[src/rtl/fractal_sync_nd_local_rf.sv]
// Local synchronization register file for a fractal sync node with N_DIMS
// independent dimensions. Each dimension resolves barrier requests against
// N_REGS_PER_DIM toggle entries and keeps a registered pending count.
// Optional entry expiry is enabled by defining FRACTAL_SYNC_ND_LOCAL_RF_TIMEOUT_EN.
module fractal_sync_nd_local_rf #(
  parameter int unsigned N_DIMS         = 2,
  parameter int unsigned N_PORTS        = 2,
  parameter int unsigned N_REGS_PER_DIM = 4,
  parameter int unsigned ID_WIDTH       = 4,
  parameter int unsigned TIMEOUT        = 256
) (
  input  logic                                                clk_i,
  input  logic                                                rst_ni,
  input  logic [N_DIMS-1:0][N_PORTS-1:0][ID_WIDTH-1:0]        id_i,
  input  logic [N_DIMS-1:0][N_PORTS-1:0]                      check_i,
  output logic [N_DIMS-1:0][N_PORTS-1:0]                      present_o,
  output logic [N_DIMS-1:0][N_PORTS-1:0]                      id_err_o,
  output logic [N_DIMS-1:0][N_PORTS-1:0]                      bypass_o,
  output logic [N_DIMS-1:0][N_PORTS-1:0]                      ignore_o,
  input  logic                                                flush_i,
  output logic [N_DIMS-1:0][$clog2(N_REGS_PER_DIM+1)-1:0]     pending_o,
  output logic [N_DIMS-1:0]                                   timeout_o,
  output logic [N_DIMS-1:0][ID_WIDTH-2:0]                     timeout_id_o
);

  localparam int unsigned IDX_W = ID_WIDTH - 1;
  localparam int unsigned CNT_W = $clog2(N_REGS_PER_DIM + 1);

  // Reject parameterisations the index arithmetic cannot support.
  if (N_DIMS < 1 || N_PORTS < 2 || N_REGS_PER_DIM < 1 || ID_WIDTH < 2 ||
      TIMEOUT < 2 || (ID_WIDTH - 1) < $clog2(N_REGS_PER_DIM)) begin : g_param_check
    $error("fractal_sync_nd_local_rf: illegal parameterisation");
  end

  logic [N_DIMS-1:0][N_REGS_PER_DIM-1:0] entry_q;
  logic [N_DIMS-1:0][N_REGS_PER_DIM-1:0] entry_d;
  logic [N_DIMS-1:0][N_REGS_PER_DIM-1:0] toggle;
  logic [N_DIMS-1:0][N_REGS_PER_DIM-1:0] expire;
  logic [N_DIMS-1:0][N_PORTS-1:0]        req_valid;
  logic [N_DIMS-1:0][N_PORTS-1:0]        dup;
  logic [N_DIMS-1:0][N_PORTS-1:0]        lower_dup;
  logic [N_DIMS-1:0][N_PORTS-1:0][IDX_W-1:0] idx;
  logic [N_DIMS-1:0][CNT_W-1:0]          pending_d;
  logic [N_DIMS-1:0][N_PORTS-1:0]        unused_id_lsb;

  // Decode local index and range-check each request.
  always_comb begin
    idx           = '0;
    req_valid     = '0;
    id_err_o      = '0;
    unused_id_lsb = '0;
    for (int unsigned d = 0; d < N_DIMS; d++) begin
      for (int unsigned p = 0; p < N_PORTS; p++) begin
        idx[d][p]           = id_i[d][p][ID_WIDTH-1:1];
        unused_id_lsb[d][p] = id_i[d][p][0];
        req_valid[d][p]     = check_i[d][p] &&
                              ({1'b0, idx[d][p]} < (IDX_W+1)'(N_REGS_PER_DIM));
        id_err_o[d][p]      = check_i[d][p] & ~req_valid[d][p];
      end
    end
  end

  // Find same-cycle requesters sharing an index; lower_dup marks non-leaders.
  always_comb begin
    dup       = '0;
    lower_dup = '0;
    for (int unsigned d = 0; d < N_DIMS; d++) begin
      for (int unsigned p = 0; p < N_PORTS; p++) begin
        for (int unsigned q = 0; q < N_PORTS; q++) begin
          if (q != p && req_valid[d][p] && req_valid[d][q] && idx[d][p] == idx[d][q]) begin
            dup[d][p] = 1'b1;
            if (q < p) lower_dup[d][p] = 1'b1;
          end
        end
      end
    end
  end

  // Lone requesters read their entry and schedule it to toggle.
  always_comb begin
    present_o = '0;
    bypass_o  = '0;
    ignore_o  = '0;
    toggle    = '0;
    for (int unsigned d = 0; d < N_DIMS; d++) begin
      for (int unsigned p = 0; p < N_PORTS; p++) begin
        bypass_o[d][p] = req_valid[d][p] & dup[d][p] & ~lower_dup[d][p];
        ignore_o[d][p] = req_valid[d][p] & lower_dup[d][p];
        for (int unsigned r = 0; r < N_REGS_PER_DIM; r++) begin
          if (req_valid[d][p] && !dup[d][p] && idx[d][p] == IDX_W'(r)) begin
            present_o[d][p] = entry_q[d][r];
            toggle[d][r]    = 1'b1;
          end
        end
      end
    end
  end

  // Next entry state and its population count; flush dominates.
  always_comb begin
    entry_d   = flush_i ? '0 : ((entry_q ^ toggle) & ~expire);
    pending_d = '0;
    for (int unsigned d = 0; d < N_DIMS; d++) begin
      for (int unsigned r = 0; r < N_REGS_PER_DIM; r++) begin
        pending_d[d] = pending_d[d] + CNT_W'(entry_d[d][r]);
      end
    end
  end

  // Entry storage and pending count.
  always_ff @(posedge clk_i or negedge rst_ni) begin
    if (!rst_ni) begin
      entry_q   <= '0;
      pending_o <= '0;
    end else begin
      entry_q   <= entry_d;
      pending_o <= pending_d;
    end
  end

`ifdef FRACTAL_SYNC_ND_LOCAL_RF_TIMEOUT_EN
  localparam int unsigned AGE_W = $clog2(TIMEOUT + 1);

  logic [N_DIMS-1:0][N_REGS_PER_DIM-1:0][AGE_W-1:0] age_q;
  logic [N_DIMS-1:0][N_REGS_PER_DIM-1:0][AGE_W-1:0] age_d;
  logic [N_DIMS-1:0]                                timeout_d;
  logic [N_DIMS-1:0][IDX_W-1:0]                     timeout_id_d;

  // An unmatched entry whose age hits TIMEOUT-1 expires at the next edge.
  always_comb begin
    expire       = '0;
    timeout_d    = '0;
    timeout_id_d = '0;
    for (int unsigned d = 0; d < N_DIMS; d++) begin
      for (int unsigned r = 0; r < N_REGS_PER_DIM; r++) begin
        expire[d][r] = entry_q[d][r] && (age_q[d][r] == AGE_W'(TIMEOUT - 1)) &&
                       !toggle[d][r] && !flush_i;
      end
      for (int r = int'(N_REGS_PER_DIM) - 1; r >= 0; r--) begin
        if (expire[d][r]) begin
          timeout_d[d]    = 1'b1;
          timeout_id_d[d] = IDX_W'(r);
        end
      end
    end
  end

  // Age counts edges while an entry stays set; restarts from zero when set.
  always_comb begin
    age_d = '0;
    for (int unsigned d = 0; d < N_DIMS; d++) begin
      for (int unsigned r = 0; r < N_REGS_PER_DIM; r++) begin
        if (entry_q[d][r] && entry_d[d][r]) age_d[d][r] = age_q[d][r] + AGE_W'(1);
      end
    end
  end

  // Age counters and the one-cycle expiry report.
  always_ff @(posedge clk_i or negedge rst_ni) begin
    if (!rst_ni) begin
      age_q        <= '0;
      timeout_o    <= '0;
      timeout_id_o <= '0;
    end else begin
      age_q        <= age_d;
      timeout_o    <= timeout_d;
      timeout_id_o <= timeout_id_d;
    end
  end
`else
  assign expire       = '0;
  assign timeout_o    = '0;
  assign timeout_id_o = '0;
`endif

endmodule

[config.mk]
export PLATFORM = sky130hd
export DESIGN_NAME = fractal_sync_nd_local_rf
export DESIGN_NICKNAME = d
export VERILOG_FILES = /design/src/rtl/fractal_sync_nd_local_rf.sv
export SDC_FILE = /design/constraint.sdc
export NUM_CORES = 1
export LEC_CHECK = 0
export ABC_AREA = 1
export CAP_MARGIN = 20
export CORE_MARGIN = 10
export CORE_UTILIZATION = 31
export CTS_BUF_LIST = sky130_fd_sc_hd__clkbuf_16
export CTS_CLUSTER_SIZE = 24
export DETAILED_ROUTE_END_ITERATION = 6
export RECOVER_POWER = 100
export SLEW_MARGIN = 15
export SYNTH_ARGS = -nofsm -noshare
export SYNTH_HDL_FRONTEND = slang
export SYNTH_SLANG_ARGS = --single-unit
[constraint.sdc]
create_clock -name clk_i -period 2 [get_ports clk_i]
set_input_delay 0.5 -clock clk_i [delete_from_list [all_inputs] [get_ports clk_i]]
set_output_delay 0.5 -clock clk_i [all_outputs]
set_load 0.1 [all_outputs]
Word level (Yosys, flattened, before mapping)
Index checks and enable logic that the tools add are counted.
- flip-flop bits (word level): 14
- input bits: 23
- output and inout port bits: 30
- word-level logic and storage cells: 122
- $add $sub $neg: 6
- magnitude comparators: 4
- eq/ne operators: 16
- mux-type cells: 37
- bitwise operators: 17
- reduce and logical (&&, ||, !) cells: 38
- operators with widths (operator ; count):
    two-way mux 1 bit ; 36
    logical AND 1 bit ; 30
    == test 3 x 2 -> 1 bit (second input constant) ; 8
    == test 3 x 1 -> 1 bit (second input constant) ; 4
    == test 3 bit ; 4
    logical NOT 3 bit ; 4
    less-than comparator 3 bit (second input constant) ; 4
    bitwise AND 1 bit ; 10
    two-way mux 8 bit ; 1
    XOR 8 bit ; 1
    adder 2 x 1 -> 3 bit ; 2
    adder 3 x 1 -> 3 bit ; 2
    inverter 1 bit ; 6
    adder 1 x 1 -> 2 bit ; 2
    logical NOT 1 bit ; 4

Logic depth before layout (Yosys ltp)
- depth after elaboration: 15
- mapped depth: 12
- depth with buffers taken out: 12

Worst setup path after synthesis
OpenSTA, ideal clock, no wires.
- kind: in2out
- start point: in id_i[11] (netlist name)
- end point: out present_o[3] (netlist name)
- arrival time: 1970 ps
- required time: 1500 ps
- setup slack: -470 ps
- stages: 7
- buffers on the path: 1
- path through: inv_1 > nand2_1 > nor2_4 > nand3_4 > buf_8 > nand4_1 > nand4_1
- RTL lines (item ; line ; source):
    from (decl) ; 14 ; input logic [N_DIMS-1:0][N_PORTS-1:0][ID_WIDTH-1:0] id_i,
    to (decl) ; 16 ; output logic [N_DIMS-1:0][N_PORTS-1:0] present_o,

==> summary.txt <==
Status
  • Status: complete, but fails checks
  • Failing checks: setup timing

Place
  • Area after DPL: between 2000 and 2500 sq um
  • Post-detail-place hpwl: around 3.1 mm
  • Placed Instances: ~300
  • GPL Wtd Cong: just under 0.9
  • Port bufs: 36
  • Pre-CTS setup slack: -0.9556 ns

STA
  • Setup ws final: -0.2283 ns
  • Tmin final: about 2.2 ns
  • RSZ-0062 raised after global routing: true
  • Final setup viols: 14
  • Max Clock Skew: 0.002168 ns
  • Max-Slew Margin vs Limit: between 50 and 60%
  • Setup TNS: -1.717 ns
  • Final Hold Viols: 0
  • FMAX: between 400 and 500 MHz
  • Worst-Margin Slew: around 0.73 ns
  • Final Max Tran Viols: 0
  • Final Cycle Share: 111.4%

Power and ir drop
  • Total power: ~0.0012 W
  • Pwr per Cell Area: about 470 nW/um^2
  • Peak supply drop: between 600 and 700 uV
  • Leak: 1.319 nW

Die
  • Row count: 23
  • Die Ht: 85.26 um
  • Die area: about 7300 sq um
  • Die W: ~85 um
  • I/O Pins: between 50 and 60
  • Core area: between 4000 and 5000 sq um
  • Starting Density: about a third

Clock tree
  • Number of buffers created by CTS: 3
  • Clock root cell: clkbuf_16
  • Cts hold-fix bufs: 0
  • CTS tree: yes
  • Maximum clock path buffer count: 2
  • Clock Pin Slew Worst Setup and Hold Paths: approximately 0.04 ns
  • Clock sinks: 14
  • Clock Latency Late Sink: roughly 0.24 ns
  • H-tree Lvls: 1

Cells and area
  • Reg area: 350.3 sq um
  • Cell Count, Final, Fillers Out: around 330
  • Share of cells above drive strength 1: ~60%
  • Syn-to-layout area delta: 99.72%
  • N_diodes: 0
  • Area of the multi-input gates: approximately 1100 sq um
  • Fillers: ~320
  • Layout Nets: between 300 and 400
  • Finished Cell Area: between 2000 and 3000 sq um

Setup path
  • Worst Setup Start Kind: input pin
  • Critical path buffer and inverter count: 4
  • Crit path DAT: between 1.5 and 2 ns
  • Critical Path RT: 1.50 ns
  • Slowest Stage Delay on Critical Path: around 0.22 ns
  • CP delay by family, top: buffers and inverters
  • WS Path Type: in2out
  • Cell breakdown of the critical path: buf_2 -> nand2_1 -> nand2_4 -> buf_6 -> nand3_4 -> buf_6 -> nand4_1 -> nand4_1 -> buf_12
  • Critical path's slowest cell: buf_12
  • Critical Path Fanout Max: 5
  • Crit end category: output port

Route
  • WL/cell: 15.61 um
  • Initial DRC count: 88
  • DRC: 0
  • Post-route ant nets: 0
  • DRT Pass-1 Iters: 4
  • Post-DR vias/cell: roughly 5
  • DR vias: about 1,700
  • Routed WL: 5.214 mm

Global route
  • Total gr overflow: 0
  • Gr usage total: a little over an eighth
  • Largest net degree at the start of global routing: 15
  • Vias in the first global route: 1,754
  • Antenna violations before repair: 0
  • First-pass GRT wire length: between 8 and 9 mm

Yosys
  • Mapped Area: 1320 sq um
  • Synthesized flop and latch total: 14
  • Register area share after synthesis: 26.54%
  • Post-synth cell types: 21
  • Yosys warns: 0
  • Post-Syn Instances: ~190
  • Mean Syn Cell Area: 7.059 sq um

Worst hold path
  • Worst Hold Class: reg2reg

Job
  • Max cap viols: 0
## timing repair
item | in CTS | in global routing
endpoints found under the setup margin | 14 | 15
cloned | 2 | 0
pin swaps | 27 | 28
resized for setup | 117 | 46
setup buffers | 23 | 9
## per-layer routing
layer	up-vias	wire length (um)	global-route usage [%]
met1	797	1963	13.54
li1	788	-	-
met2	75	2651	24.32
met4	0	204	6.437
met3	23	395	4.015
met5	-	0	0
## sequential cells by signal, indices dropped and copies added (netlist names)
name       count
pending_o      6
entry_q        8
## cells in the mapped netlist (all sizes together)
library cell	number	area (sq um)
fa	2	40.04
nand3	29	197.7
ha	4	50.05
inv	36	135.1
nand4	20	125.1
nor3	8	40.04
conb	1	3.750
nand2	35	146.4
a21oi	5	25.02
dfrtp	14	350.3
nor2	18	85.08
buf	15	121.4
## tightest hold or removal path, stage by stage (launching register included)
cell and delay, ns:
dfrtp_1 0.42, inv_1 0.09, a21oi_1 0.04, nor2_1 0.09
## per-stage QoR
stage	util [%]	hold slack (ns)
2_1_floorplan	-	0.2044
3_3_place_gp	53.07	0.6465
3_5_place_dp	53.07	0.6494
4_1_cts	64.85	0.5679
5_1_grt	64.97	0.7273
6_report	64.97	0.6766
## where the power goes
group	leakage (nW)	total [W]	internal, W	switching, W
Combinational	1.09	0.000555	0.000157	0.000398
Clock	0.0385	0.000376	0.000264	0.000112
Sequential	0.190	0.000314	0.000302	0.0000120
## layout make-up
| type | count | area share, % |
|---|---|---|
| clock inverters | 1 | 0.1424 |
| repair buffers | 95 | 33.70 |
| inverters | 36 | 7.072 |
| clock buffers | 3 | 2.848 |
| well taps | 50 | 2.373 |
| flip-flops and latches | 14 | 13.29 |
| multi-input cells | 135 | 40.58 |
## kinds of logic after synthesis
logic type / Yosys count / share of synthesized area [%]
AND/OR/NAND/NOR: 110 / 45.02
other: 1 / 0.2841
AO/OA/AOI/OAI: 5 / 1.895
buffers and inverters: 51 / 19.43
flip-flops: 14 / 26.54
adder cells (fa/ha/maj): 6 / 6.825
## cells in the final DEF (no fill, tap or decap), drive strengths merged
master,n
buf,80
nand2,35
inv,35
nand3,31
nand4,20
nor2,18
clkbuf,16
dfrtp,14
conb,12
nor3,8
a21oi,5
ha,4
fa,2
clkinvlp,1
clkinv,1
clkdlybuf4s50,1
dlygate4sd3,1
## path summary, 6_finish.rpt
check | from | end | slack [ns] | cells past startpoint
max in group asynchronous | rst_ni | entry_q[4]$_DFF_PN0_ | 0.72 | 2
min in group asynchronous | rst_ni | entry_q[2]$_DFF_PN0_ | 0.82 | 2
hold / removal | entry_q[5]$_DFF_PN0_ | entry_q[5]$_DFF_PN0_ | 0.68 | 3
setup reg to reg | entry_q[4]$_DFF_PN0_ | pending_o[4]$_DFF_PN0_ | 0.21 | 8
hold reg to reg | entry_q[5]$_DFF_PN0_ | entry_q[5]$_DFF_PN0_ | 0.68 | 3
setup / recovery | id_i[13] | present_o[2] | -0.23 | 9
No activity file was read; power rests on OpenSTA's default activity.
